## src/rtl/ldst_pkg.sv

```systemverilog
`default_nettype none
// ============================================================================
// Module   : ldst_pkg
// Purpose  : Shared definitions for the load/store path. Holds the access-size
//            encodings, the EXU request/response and data-bus packet types,
//            and the LSU state enumeration.
// Revision : 1.0 - initial release
// ============================================================================
package ldst_pkg;

    localparam int LDST_XLEN = 32;

    localparam logic [1:0] LDST_SIZE_B = 2'd0;
    localparam logic [1:0] LDST_SIZE_H = 2'd1;
    localparam logic [1:0] LDST_SIZE_W = 2'd2;

    typedef struct packed {
        logic [LDST_XLEN-1:0] addr;
        logic [LDST_XLEN-1:0] wdata;
        logic                 is_store;
        logic [1:0]           size;
        logic                 is_unsigned;
    } ldst_req_pkt_t;

    typedef struct packed {
        logic [LDST_XLEN-1:0] rdata;
        logic                 err;
    } ldst_rsp_pkt_t;

    typedef struct packed {
        logic [LDST_XLEN-1:0] addr;
        logic                 we;
        logic [LDST_XLEN-1:0] wdata;
        logic [3:0]           wstrb;
    } dbus_req_pkt_t;

    typedef struct packed {
        logic [LDST_XLEN-1:0] rdata;
        logic                 err;
    } dbus_rsp_pkt_t;

    typedef enum logic [1:0] {
        ST_IDLE = 2'd0,
        ST_REQ  = 2'd1,
        ST_WAIT = 2'd2,
        ST_RSP  = 2'd3
    } lsu_state_e;

endpackage
`default_nettype wire

```

## src/rtl/lsu_lane.sv

```systemverilog
`default_nettype none
// ============================================================================
// Module   : lsu_lane
// Purpose  : Combinational byte-lane logic for the LSU: store-data
//            replication, write-strobe generation, load-data extraction with
//            sign/zero extension, and misalignment detection.
// Ports    : addr_lo     - low two address bits of the access
//            size        - access size (byte/half/word)
//            is_unsigned - zero-extend load data when set
//            wdata       - raw store data from the EXU
//            bus_rdata   - raw word returned by the data bus
//            wdata_rep   - store data replicated across all lanes
//            wstrb       - byte strobes of the access (before load gating)
//            load_data   - aligned and extended load result
//            misalign    - access is not naturally aligned
// Revision : 1.0 - initial release
// ============================================================================
module lsu_lane
    import ldst_pkg::*;
(
    input  logic [1:0]  addr_lo,
    input  logic [1:0]  size,
    input  logic        is_unsigned,
    input  logic [31:0] wdata,
    input  logic [31:0] bus_rdata,
    output logic [31:0] wdata_rep,
    output logic [3:0]  wstrb,
    output logic [31:0] load_data,
    output logic        misalign
);

    logic [1:0]  off;      // effective byte offset after forced alignment
    logic [31:0] shifted;

    always_comb begin
        off       = 2'b00;
        wdata_rep = wdata;
        wstrb     = 4'b1111;
        misalign  = 1'b0;
        case (size)
            LDST_SIZE_B: begin
                off       = addr_lo;
                wdata_rep = {4{wdata[7:0]}};
                wstrb     = 4'b0001 << addr_lo;
            end
            LDST_SIZE_H: begin
                // addr[0] is ignored; the half always lands on an even lane
                off       = {addr_lo[1], 1'b0};
                wdata_rep = {2{wdata[15:0]}};
                wstrb     = 4'b0011 << {addr_lo[1], 1'b0};
                misalign  = addr_lo[0];
            end
            default: begin
                // word (size 3 never reaches the bus, so its lanes are moot)
                misalign = |addr_lo;
            end
        endcase

        shifted = bus_rdata >> {off, 3'b000};

        case (size)
            LDST_SIZE_B: load_data = {{24{~is_unsigned & shifted[7]}},  shifted[7:0]};
            LDST_SIZE_H: load_data = {{16{~is_unsigned & shifted[15]}}, shifted[15:0]};
            default:     load_data = shifted;
        endcase
    end

endmodule
`default_nettype wire

```

## src/rtl/lsu.sv

```systemverilog
`default_nettype none
// ============================================================================
// Module   : lsu
// Purpose  : Load/store unit. Accepts one EXU load/store at a time, issues a
//            single outstanding data-bus transaction, and returns exactly one
//            aligned/extended response per request.
// Params   : XLEN        - data/address width (must equal LDST_XLEN)
//            TIMEOUT_CYC - cycles waited for a bus response, 0 = wait forever
// Macro    : LSU_MISALIGN_TRAP_EN - misaligned half/word accesses respond
//            with err=1 and issue no bus request; otherwise they are forced
//            aligned and proceed.
// Ports    : clk, rst (async, active-high)
//            ldst_req_*  - EXU request channel (vld/rdy/pkt), LSU is responder
//            ldst_rsp_*  - EXU response channel, LSU is master
//            dbus_req_*  - data-bus request channel, LSU is master
//            dbus_rsp_*  - data-bus response channel, LSU is responder
// Revision : 1.0 - initial release
// ============================================================================
module lsu
    import ldst_pkg::*;
#(
    parameter int XLEN        = LDST_XLEN,
    parameter int TIMEOUT_CYC = 255
) (
    input  logic          clk,
    input  logic          rst,
    input  logic          ldst_req_vld,
    output logic          ldst_req_rdy,
    input  ldst_req_pkt_t ldst_req_pkt,
    output logic          ldst_rsp_vld,
    input  logic          ldst_rsp_rdy,
    output ldst_rsp_pkt_t ldst_rsp_pkt,
    output logic          dbus_req_vld,
    input  logic          dbus_req_rdy,
    output dbus_req_pkt_t dbus_req_pkt,
    input  logic          dbus_rsp_vld,
    output logic          dbus_rsp_rdy,
    input  dbus_rsp_pkt_t dbus_rsp_pkt
);

`ifdef LSU_MISALIGN_TRAP_EN
    localparam bit MISALIGN_TRAP = 1'b1;
`else
    localparam bit MISALIGN_TRAP = 1'b0;
`endif

    localparam int CNT_W = (TIMEOUT_CYC > 2) ? $clog2(TIMEOUT_CYC) : 1;

    lsu_state_e    state, state_nxt;
    ldst_req_pkt_t req_q;
    ldst_req_pkt_t lane_req;
    logic [XLEN-1:0] rsp_rdata_q;
    logic          rsp_err_q;
    logic [CNT_W-1:0] cnt_q;
    logic          timeout;
    logic          trap;
    logic [31:0]   wdata_rep;
    logic [3:0]    wstrb;
    logic [31:0]   load_data;
    logic          misalign;

    // In IDLE the lane looks at the incoming packet so the trap decision is
    // made at accept time; afterwards it works on the latched packet.
    assign lane_req = (state == ST_IDLE) ? ldst_req_pkt : req_q;

    lsu_lane u_lane (
        .addr_lo     (lane_req.addr[1:0]),
        .size        (lane_req.size),
        .is_unsigned (lane_req.is_unsigned),
        .wdata       (lane_req.wdata),
        .bus_rdata   (dbus_rsp_pkt.rdata),
        .wdata_rep   (wdata_rep),
        .wstrb       (wstrb),
        .load_data   (load_data),
        .misalign    (misalign)
    );

    // Requests answered locally without touching the bus
    assign trap = (lane_req.size == 2'd3) | (MISALIGN_TRAP & misalign);

    generate
        if (TIMEOUT_CYC != 0) begin : g_timeout
            assign timeout = (cnt_q == CNT_W'(TIMEOUT_CYC - 1));
        end else begin : g_no_timeout
            assign timeout = 1'b0;
        end
    endgenerate

    always_ff @(posedge clk or posedge rst) begin
        if (rst) begin
            state <= ST_IDLE;
        end else begin
            state <= state_nxt;
        end
    end

    // Ready signals are masked by rst so nothing transfers while in reset.
    always_comb begin
        state_nxt    = state;
        ldst_req_rdy = 1'b0;
        ldst_rsp_vld = 1'b0;
        dbus_req_vld = 1'b0;
        dbus_rsp_rdy = 1'b0;
        case (state)
            ST_IDLE: begin
                ldst_req_rdy = ~rst;
                dbus_rsp_rdy = ~rst;   // stray responses are swallowed
                if (ldst_req_vld) state_nxt = trap ? ST_RSP : ST_REQ;
            end
            ST_REQ: begin
                dbus_req_vld = 1'b1;
                dbus_rsp_rdy = ~rst;
                if (dbus_req_rdy) state_nxt = ST_WAIT;
            end
            ST_WAIT: begin
                dbus_rsp_rdy = ~rst;
                if (dbus_rsp_vld || timeout) state_nxt = ST_RSP;
            end
            ST_RSP: begin
                ldst_rsp_vld = 1'b1;
                if (ldst_rsp_rdy) state_nxt = ST_IDLE;
            end
            default: state_nxt = ST_IDLE;
        endcase
    end

    always_ff @(posedge clk or posedge rst) begin
        if (rst) begin
            req_q       <= '0;
            rsp_rdata_q <= '0;
            rsp_err_q   <= 1'b0;
            cnt_q       <= '0;
        end else begin
            case (state)
                ST_IDLE: begin
                    if (ldst_req_vld) begin
                        req_q       <= ldst_req_pkt;
                        rsp_rdata_q <= '0;
                        rsp_err_q   <= trap;
                    end
                end
                ST_REQ: begin
                    if (dbus_req_rdy) cnt_q <= '0;
                end
                ST_WAIT: begin
                    if (dbus_rsp_vld) begin
                        // Stores and bus errors return zero data
                        rsp_err_q   <= dbus_rsp_pkt.err;
                        rsp_rdata_q <= (dbus_rsp_pkt.err || req_q.is_store) ? '0 : load_data;
                    end else if (timeout) begin
                        rsp_err_q   <= 1'b1;
                        rsp_rdata_q <= '0;
                    end else begin
                        cnt_q <= cnt_q + 1'b1;
                    end
                end
                default: ;
            endcase
        end
    end

    assign ldst_rsp_pkt.rdata  = rsp_rdata_q;
    assign ldst_rsp_pkt.err    = rsp_err_q;

    assign dbus_req_pkt.addr   = {req_q.addr[XLEN-1:2], 2'b00};
    assign dbus_req_pkt.we     = req_q.is_store;
    assign dbus_req_pkt.wdata  = req_q.is_store ? wdata_rep : '0;
    assign dbus_req_pkt.wstrb  = req_q.is_store ? wstrb : 4'b0000;

endmodule
`default_nettype wire

```

## config.mk

```make
export PLATFORM = sky130hd
export DESIGN_NAME = lsu
export DESIGN_NICKNAME = d
export VERILOG_FILES = /design/src/rtl/ldst_pkg.sv /design/src/rtl/lsu_lane.sv /design/src/rtl/lsu.sv
export SDC_FILE = /design/constraint.sdc
export NUM_CORES = 1
export LEC_CHECK = 0
export CORE_MARGIN = 2
export CORE_UTILIZATION = 49
export CTS_CLUSTER_DIAMETER = 100
export CTS_CLUSTER_SIZE = 28
export DETAILED_ROUTE_END_ITERATION = 10
export GPL_TIMING_DRIVEN = 1
export PLACE_DENSITY_LB_ADDON = 0.2
export SLEW_MARGIN = 5
export SYNTH_ARGS = -nofsm -noshare
export SYNTH_HDL_FRONTEND = slang
export SYNTH_SLANG_ARGS = --single-unit
```

## constraint.sdc

```tcl
create_clock -name clk -period 7.2 [get_ports clk]
set_clock_uncertainty 0.1 [all_clocks]
set_input_delay 0.72 -clock clk [delete_from_list [all_inputs] [get_ports clk]]
set_output_delay 0.72 -clock clk [all_outputs]
set_load 0.05 [all_outputs]
```

# [After elaboration in Yosys (flattened, before gate mapping)]
# Cells that the tools add are included.
# W data, S select, Z words.
[totals] output_inout_bits=106 mem_count=0 latchBits=0 rom_bits=0 inputBits=107 elab_cells=71 mem_bits_rw=0 register_bits=111
[op_classes] n_bitwise=4 shifts=3 magnitude_cmp=0 eq_ne=13 reduce_logical=11 multipliers=0 addsub=1 div=0 n_mux=30
[op_table] op="$pmux W32 S2" count=3
[op_table] op="$mux W32" count=5
[op_table] op="$mux W38" count=1
[op_table] op="$shr A32 B5 Y32" count=1
[op_table] op="$mux W8" count=3
[op_table] op="$pmux W8 S2" count=1
[op_table] op="$ne A2 B2 Y1 const B" count=6
[op_table] op="$mux W2" count=5
[op_table] op="$add A8 B1 Y8 const B" count=1
[op_table] op="$eq A8 B8 Y1 const B" count=1
[op_table] op="$pmux W2 S4" count=1
[op_table] op="$pmux W4 S2" count=1
[op_table] op="$reduce_and A4 Y1" count=2
[op_table] op="$mux W1" count=7
[op_table] op="$eq A2 B2 Y1 const B" count=3
[op_table] op="$eq A2 B1 Y1 const B" count=2
[op_table] op="$logic_not A2 Y1" count=2
[op_table] op="$mux W4" count=1
[op_table] op="$pmux W2 S2" count=1
[op_table] op="$reduce_bool A2 Y1" count=2
[op_table] op="$shl A1 B2 Y4 const A" count=1
[op_table] op="$shl A2 B2 Y4 const A" count=1
[op_table] op="$ne A3 B3 Y1 const B" count=1
[op_table] op="$reduce_and A3 Y1" count=1
[op_table] op="6 further kinds" count=9

# [Logic depth before layout (Yosys ltp)]
# Gate-level depths: netlist (run 1).
[depth] ltp_word=10 ltp_mapped=11 mapped_depth_nobuf=8

# [Hierarchy]
# Synthesis (run 1) repeated with hierarchy kept, for this count alone.
[hier_totals] hier_cells=566 hier_area_um2=6668.9
[modules_own_cells] mod="lsu" seq_area_each_um2=2777.7 cells_each=417 area_per_inst_um2=5332.6 n_inst=1
[modules_own_cells] mod="lsu_lane" seq_area_each_um2=0.0 cells_each=149 area_per_inst_um2=1336.3 n_inst=1

# [Least setup slack after synthesis (run 1)]
# No wires, ideal clock.
[synth_timing] kind="register to output" start="register state[0]" end="output dbus_req_pkt[28] (netlist name)" arrival_ns=3.032 path_slack_ns=3.348 path_buffers=3 path_stages_with_launch=11 path_cell_list="dfrtp_1 inv_1 ha_1 buf_6 inv_1 nand2_1 nand2_1 clkbuf_1 clkbuf_1 nor2_1 nor3b_1"
[synth_lines] item="from (decl)" line="lsu.sv:49" text="lsu_state_e state, state_nxt;"
[synth_lines] item="from (signal assigned)" line="lsu.sv:93" text="state <= state_nxt;"
[synth_lines] item="to (decl)" line="lsu.sv:35" text="output dbus_req_pkt_t dbus_req_pkt,"

==> impl_metrics.env, run 1 <==
export IMPL_max_stage_delay_ps=760
export IMPL_fin_area_sq_mm=0.00839
export IMPL_critical_path_depth=9
export IMPL_hpwl_mm=11.8
export IMPL_ctsResizeCount=0
export IMPL_setup_violations=0
export IMPL_cts_sinks=111
export IMPL_worst_setup_path_start_kind="flip-flop"
export IMPL_synth_edff_count=0
export IMPL_cp_slowest_cell="nand2_1"
export IMPL_yosys_top_cells_count="dfrtp_1, nand2_1, mux2_2"
export IMPL_hold_viol_final=0
export IMPL_gp_congestion=0.875
export IMPL_post_dp_cell_area_sq_mm=0.00807
export IMPL_synth_yosys_seq_area_share=0.455
export IMPL_final_antenna_net_count=0
export IMPL_hold_ws_ps=392
export IMPL_vias=5002
export IMPL_fmax_mhz=190
export IMPL_reg2reg_from="state[0]"
export IMPL_async_flop_share=1.00
export IMPL_avgViaCountPerCell=5.55
export IMPL_post_route_period_util=0.733
export IMPL_setup_worst_path_start="state[0]"
export IMPL_rr_worst_depth=9
export IMPL_period_needed_ps=5280
export IMPL_clk_latency_ps=340
export IMPL_maxCapViolCount=0
export IMPL_ys_warn_count=0
export IMPL_start_util=0.505
export IMPL_crit_chain="inv_1 -> ha_2 -> buf_4 -> inv_1 -> nand2_1 -> nand2_1 -> o21ai_0 -> a31oi_1 -> clkdlybuf4s50_1"
export IMPL_fp_row_count=40
export IMPL_slew_headroom=0.218
export IMPL_tightest_slew_ps=1170
export IMPL_synth_top_area_cell="dfrtp_1"
export IMPL_cts_hold_buf=0
export IMPL_syn_area_sq_mm=0.00611
export IMPL_hp_class="flip-flop to flip-flop"
export IMPL_grt_max_degree=71
export IMPL_die_area_sq_mm=0.0134
export IMPL_critPathRequiredTime_ps=6380
export IMPL_grt_total_usage=0.246
export IMPL_tns_ps=0
export IMPL_yosysTopAreaCellShare=0.455
export IMPL_synth_cells=570
export IMPL_critPathBufInv=4
export IMPL_min_from="rsp_rdata_q[2]"
export IMPL_grt_pass1_wl_mm=25.8
export IMPL_path_clk_slew_ps=70
export IMPL_cts_root_buf="clkbuf_16"
export IMPL_rsz0062_at_grt="false"
export IMPL_antenna_cells=0
export IMPL_die_h_um=116
export IMPL_cp_data_arrival_time_ps=4460
export IMPL_worstSetupPathType="flip-flop to primary output"
export IMPL_post_cts_buffers=0
export IMPL_totalWireLength_mm=16.4
export IMPL_cp_top_family="buffers and inverters"
export IMPL_drc=0
export IMPL_h_tree_depth=3
export IMPL_cts_tree="built"
export IMPL_antenna_found_initial=0
export IMPL_overflow=0
export IMPL_yosysMostFrequentCell="dfrtp_1"
export IMPL_syn_to_final_growth_pct=37.2
export IMPL_cts_buffer_depth=2
export IMPL_endpoint_kind="primary output"
export IMPL_synthFlopType="dfrtp_1"
export IMPL_initialDrtViolationCount=367
export IMPL_nNetsFinal=843
export IMPL_die_x_um=116
export IMPL_cts_buffers_inserted=9
export IMPL_ys_ff_latch=111
export IMPL_synthTopCellsByArea="dfrtp_1, mux2_2, mux2i_1"
export IMPL_status="complete, no violations"
export IMPL_drt_wirelength_per_cell_um=18.2
export IMPL_io_pins=213
export IMPL_port_buffers=210
export IMPL_syn_area_per_cell_sq_um=10.7
export IMPL_slew_violations=0
export IMPL_critical_path_max_fanout=43
export IMPL_worstHoldPathCells=1
export IMPL_first_global_vias=5110
export IMPL_numPlacedInstances=886
export IMPL_yosys_cell_types_count=49
export IMPL_layout_cells_non_filler=901
export IMPL_drtPass1Iterations=5
export IMPL_drive_above_1_share=0.135
export IMPL_core_sq_mm=0.0121
==> state kept, by name, indices dropped and copies added (netlist names) <==
name / count
req_q: 37
rsp_rdata_q: 32
dbus_req_pkt: 31
cnt_q: 8
state: 2
rsp_err_q: 1
==> placed cells by master, fill, tap and decap left out, drive strengths merged, types with 2 or more instances in the layout <==
cell type | synthesis | routed
nand2 | 76 | 76
and2 | 2 | 2
a22o | 24 | 24
mux2i | 48 | 48
o21ai | 17 | 17
conb | 1 | 2
nand2b | 11 | 11
clkdlybuf4s50 | 0 | 210
bufinv | 0 | 2
inv | 7 | 7
xnor2 | 4 | 4
a21o | 2 | 2
a32o | 9 | 9
ha | 7 | 7
nor3b | 8 | 8
nor2b | 10 | 10
clkbuf | 16 | 9
mux2 | 69 | 69
nand4 | 2 | 2
a221oi | 8 | 8
dfrtp | 111 | 111
nor2 | 26 | 26
nor3 | 2 | 2
nor4 | 2 | 2
nand3 | 15 | 15
a31oi | 2 | 2
and3 | 17 | 17
buf | 51 | 4
clkinv | 0 | 3
a21oi | 6 | 6
nor4b | 3 | 3
==> through the flow <==
stage,setup slack [ps],utilization
floorplan,3350,-
global placement,2540,0.667
detailed placement,2300,0.667
CTS,1910,0.692
global route,1540,0.692
finish,1920,0.692
==> layout make-up <==
class                   count  area [sq um]
multi-input cells         386          2930
fillers                   902          3730
clock buffers               9           225
well taps                 168           210
clock inverters             6          86.3
flip-flops and latches    111          2780
repair buffers            214          2130
inverters                   7          28.8
==> worst register-to-register path: stages (launching register included) <==
cell and delay (ps):
dfrtp_1 420, inv_1 120, ha_2 180, buf_4 500, inv_1 390, nand2_1 370, and2_1 640, o211a_1 300
a21boi_4 140, a22o_1 240
==> worst paths after layout <==
kind,end,slack (ps)
setup / recovery,dbus_req_pkt[3],1920
hold / removal,rsp_rdata_q[2],390
setup reg to reg,rsp_rdata_q[16],3710
hold reg to reg,rsp_rdata_q[2],390
max in group asynchronous,req_q[2],4990
min in group asynchronous,dbus_req_pkt[36],800
==> layer usage <==
metal | share of wire | wire [um] | vias up | track usage
met5 | 0 | 0 | - | 0
met4 | 0.019 | 310 | 0 | 0.0738
met3 | 0.083 | 1360 | 23 | 0.0764
met2 | 0.49 | 7990 | 211 | 0.416
met1 | 0.41 | 6740 | 2452 | 0.305
li1 | - | - | 2316 | -
==> cell families (layout without fill, tap and decap cells) <==
| family | Yosys count | in the layout | share of synthesized area |
|---|---|---|---|
| AND/OR/NAND/NOR | 179 | 179 | 0.147 |
| multiplexers | 117 | 117 | 0.206 |
| buffers and inverters | 74 | 236 | 0.0704 |
| other | 1 | 2 | 0.000614 |
| XOR/XNOR | 5 | 5 | 0.00717 |
| AO/OA/AOI/OAI | 76 | 76 | 0.0995 |
| adder cells (fa/ha/maj) | 7 | 7 | 0.0143 |
| flip-flops | 111 | 111 | 0.455 |
Power of run 1 is not shown: default switching activity piles up to over one toggle a cycle in this logic, so the estimate is an artifact.
==> run 2, diff against run 1 <==
Settings changed: CORE_UTILIZATION 49 to 41.
Clock period 7.2 ns to 4.7 ns, I/O delays scaled along.
==> run 2 against run 1 <==
Final cell count rose by 2.7%. Utilization is 12 points lower. Routed wire length increased by 2.8%. Sequential share of layout area rose by 0.069 points. Via count decreased by 1.8%. Worst hold slack worse by 46 ps.
==> impl_metrics.env, run 2 (same netlist as run 1, synthesis figures left out) <==
export IMPL_cts_buffers_inserted=9
export IMPL_vias=4912
export IMPL_worst_setup_path_start_kind="flip-flop"
export IMPL_hold_viol_final=0
export IMPL_largest_reg_flops=37
export IMPL_grt_max_degree=70
export IMPL_grt_total_usage=0.211
export IMPL_setup_violations=0
export IMPL_hp_class="input port to asynchronous set/reset pin"
export IMPL_final_common_cell="clkdlybuf4s50_1"
export IMPL_antenna_found_initial=0
export IMPL_post_cts_buffers=0
export IMPL_endpoint_kind="primary output"
export IMPL_port_buffers=210
export IMPL_drt_wirelength_per_cell_um=18.2
export IMPL_fin_area_sq_mm=0.00837
export IMPL_syn_to_final_growth_pct=36.9
export IMPL_post_dp_cell_area_sq_mm=0.00810
export IMPL_fin_util=0.576
export IMPL_slew_violations=0
export IMPL_cts_sinks=111
export IMPL_drc=0
export IMPL_grt_pass1_wl_mm=26.7
export IMPL_cts_root_buf="clkbuf_16"
export IMPL_period_needed_ps=4120
export IMPL_critPathRequiredTime_ps=4130
export IMPL_start_util=0.420
export IMPL_gp_congestion=0.917
export IMPL_tns_ps=0
export IMPL_status="complete, no violations"
export IMPL_layout_common_cells="clkdlybuf4s50_1, dfrtp_1, nand2_1"
export IMPL_critical_path_max_fanout=29
export IMPL_die_x_um=126
export IMPL_slew_headroom=0.260
export IMPL_totalWireLength_mm=16.9
export IMPL_io_pins=213
export IMPL_maxCapViolCount=0
export IMPL_post_route_period_util=0.876
export IMPL_h_tree_depth=3
export IMPL_overflow=0
export IMPL_hpwl_mm=12.3
export IMPL_die_h_um=126
export IMPL_fp_row_count=44
export IMPL_ctsResizeCount=0
export IMPL_cts_tree="built"
export IMPL_rsz0062_at_grt="false"
export IMPL_clk_latency_ps=350
export IMPL_nNetsFinal=850
export IMPL_worstSetupPathType="flip-flop to primary output"
export IMPL_fmax_mhz=243
export IMPL_first_global_vias=5016
export IMPL_avgViaCountPerCell=5.31
export IMPL_path_clk_slew_ps=70
export IMPL_drive_above_1_share=0.162
export IMPL_die_area_sq_mm=0.0159
export IMPL_core_sq_mm=0.0145
export IMPL_final_antenna_net_count=0
export IMPL_cp_data_arrival_time_ps=3550
export IMPL_cts_buffer_depth=2
export IMPL_hold_ws_ps=346
export IMPL_cts_hold_buf=0
export IMPL_tightest_slew_ps=1110
export IMPL_initialDrtViolationCount=294
export IMPL_drtPass1Iterations=4
export IMPL_antenna_cells=0
export IMPL_regMostFlops="req_q"
==> run 2: changes by cell type in the layout (fill, tap and decap cells not counted) <==
cell | previous run | this run
clkbuf_1 | 0 | 2
bufinv_16 | 2 | 0
clkdlybuf4s50_1 | 210 | 195
clkinv_4 | 1 | 2
nor4b_2 | 0 | 1
nor4b_4 | 1 | 0
buf_4 | 4 | 26
==> run 2: final cells by class <==
cell class,instances,area [sq um]
multi-input cells,386,2920
clock buffers,11,233
repair buffers,221,2150
clock inverters,5,35.0
fillers,1270,6170
well taps,184,230
inverters,7,28.8
flip-flops and latches,111,2780
==> run 2: path summary, 6_finish.rpt <==
check / depth (start not counted) / slack (ps) / startpoint / endpoint
min in group clk: 2 / 380 / rsp_err_q / rsp_err_q
setup / recovery: 7 / 580 / state[0] / dbus_req_pkt[12]
max in group asynchronous: 3 / 3190 / rst / req_q[37]
hold reg to reg: 2 / 380 / rsp_err_q / rsp_err_q
setup reg to reg: 8 / 1550 / state[0] / rsp_rdata_q[16]
hold / removal: 2 / 350 / rst / dbus_req_pkt[51]
==> run 2: metal layers <==
layer  up-vias  track usage  wire length [um]
met1      2391        0.279              7270
met4         0       0.0627               218
met2       185        0.342              7970
li1       2324            -                 -
met5         -            0                 0
met3        12       0.0565              1390
==> run 2: worst max-delay path: stages, from the launching register on <==
cell,delay (ps)
dfrtp_1,420
inv_1,120
ha_2,650
nor3_1,130
a21oi_1,830
nand2_1,110
and3_1,240
clkdlybuf4s50_1,700
==> run 2: through the flow <==
| stage | worst slack (ps) | instances |
|---|---|---|
| floorplan | 1100 | 571 |
| global placement | 1140 | 909 |
| detailed placement | 1010 | 909 |
| CTS | 609 | 925 |
| global route | 338 | 925 |
| finish | 584 | 925 |
Power of run 2 is left out for the same reason.
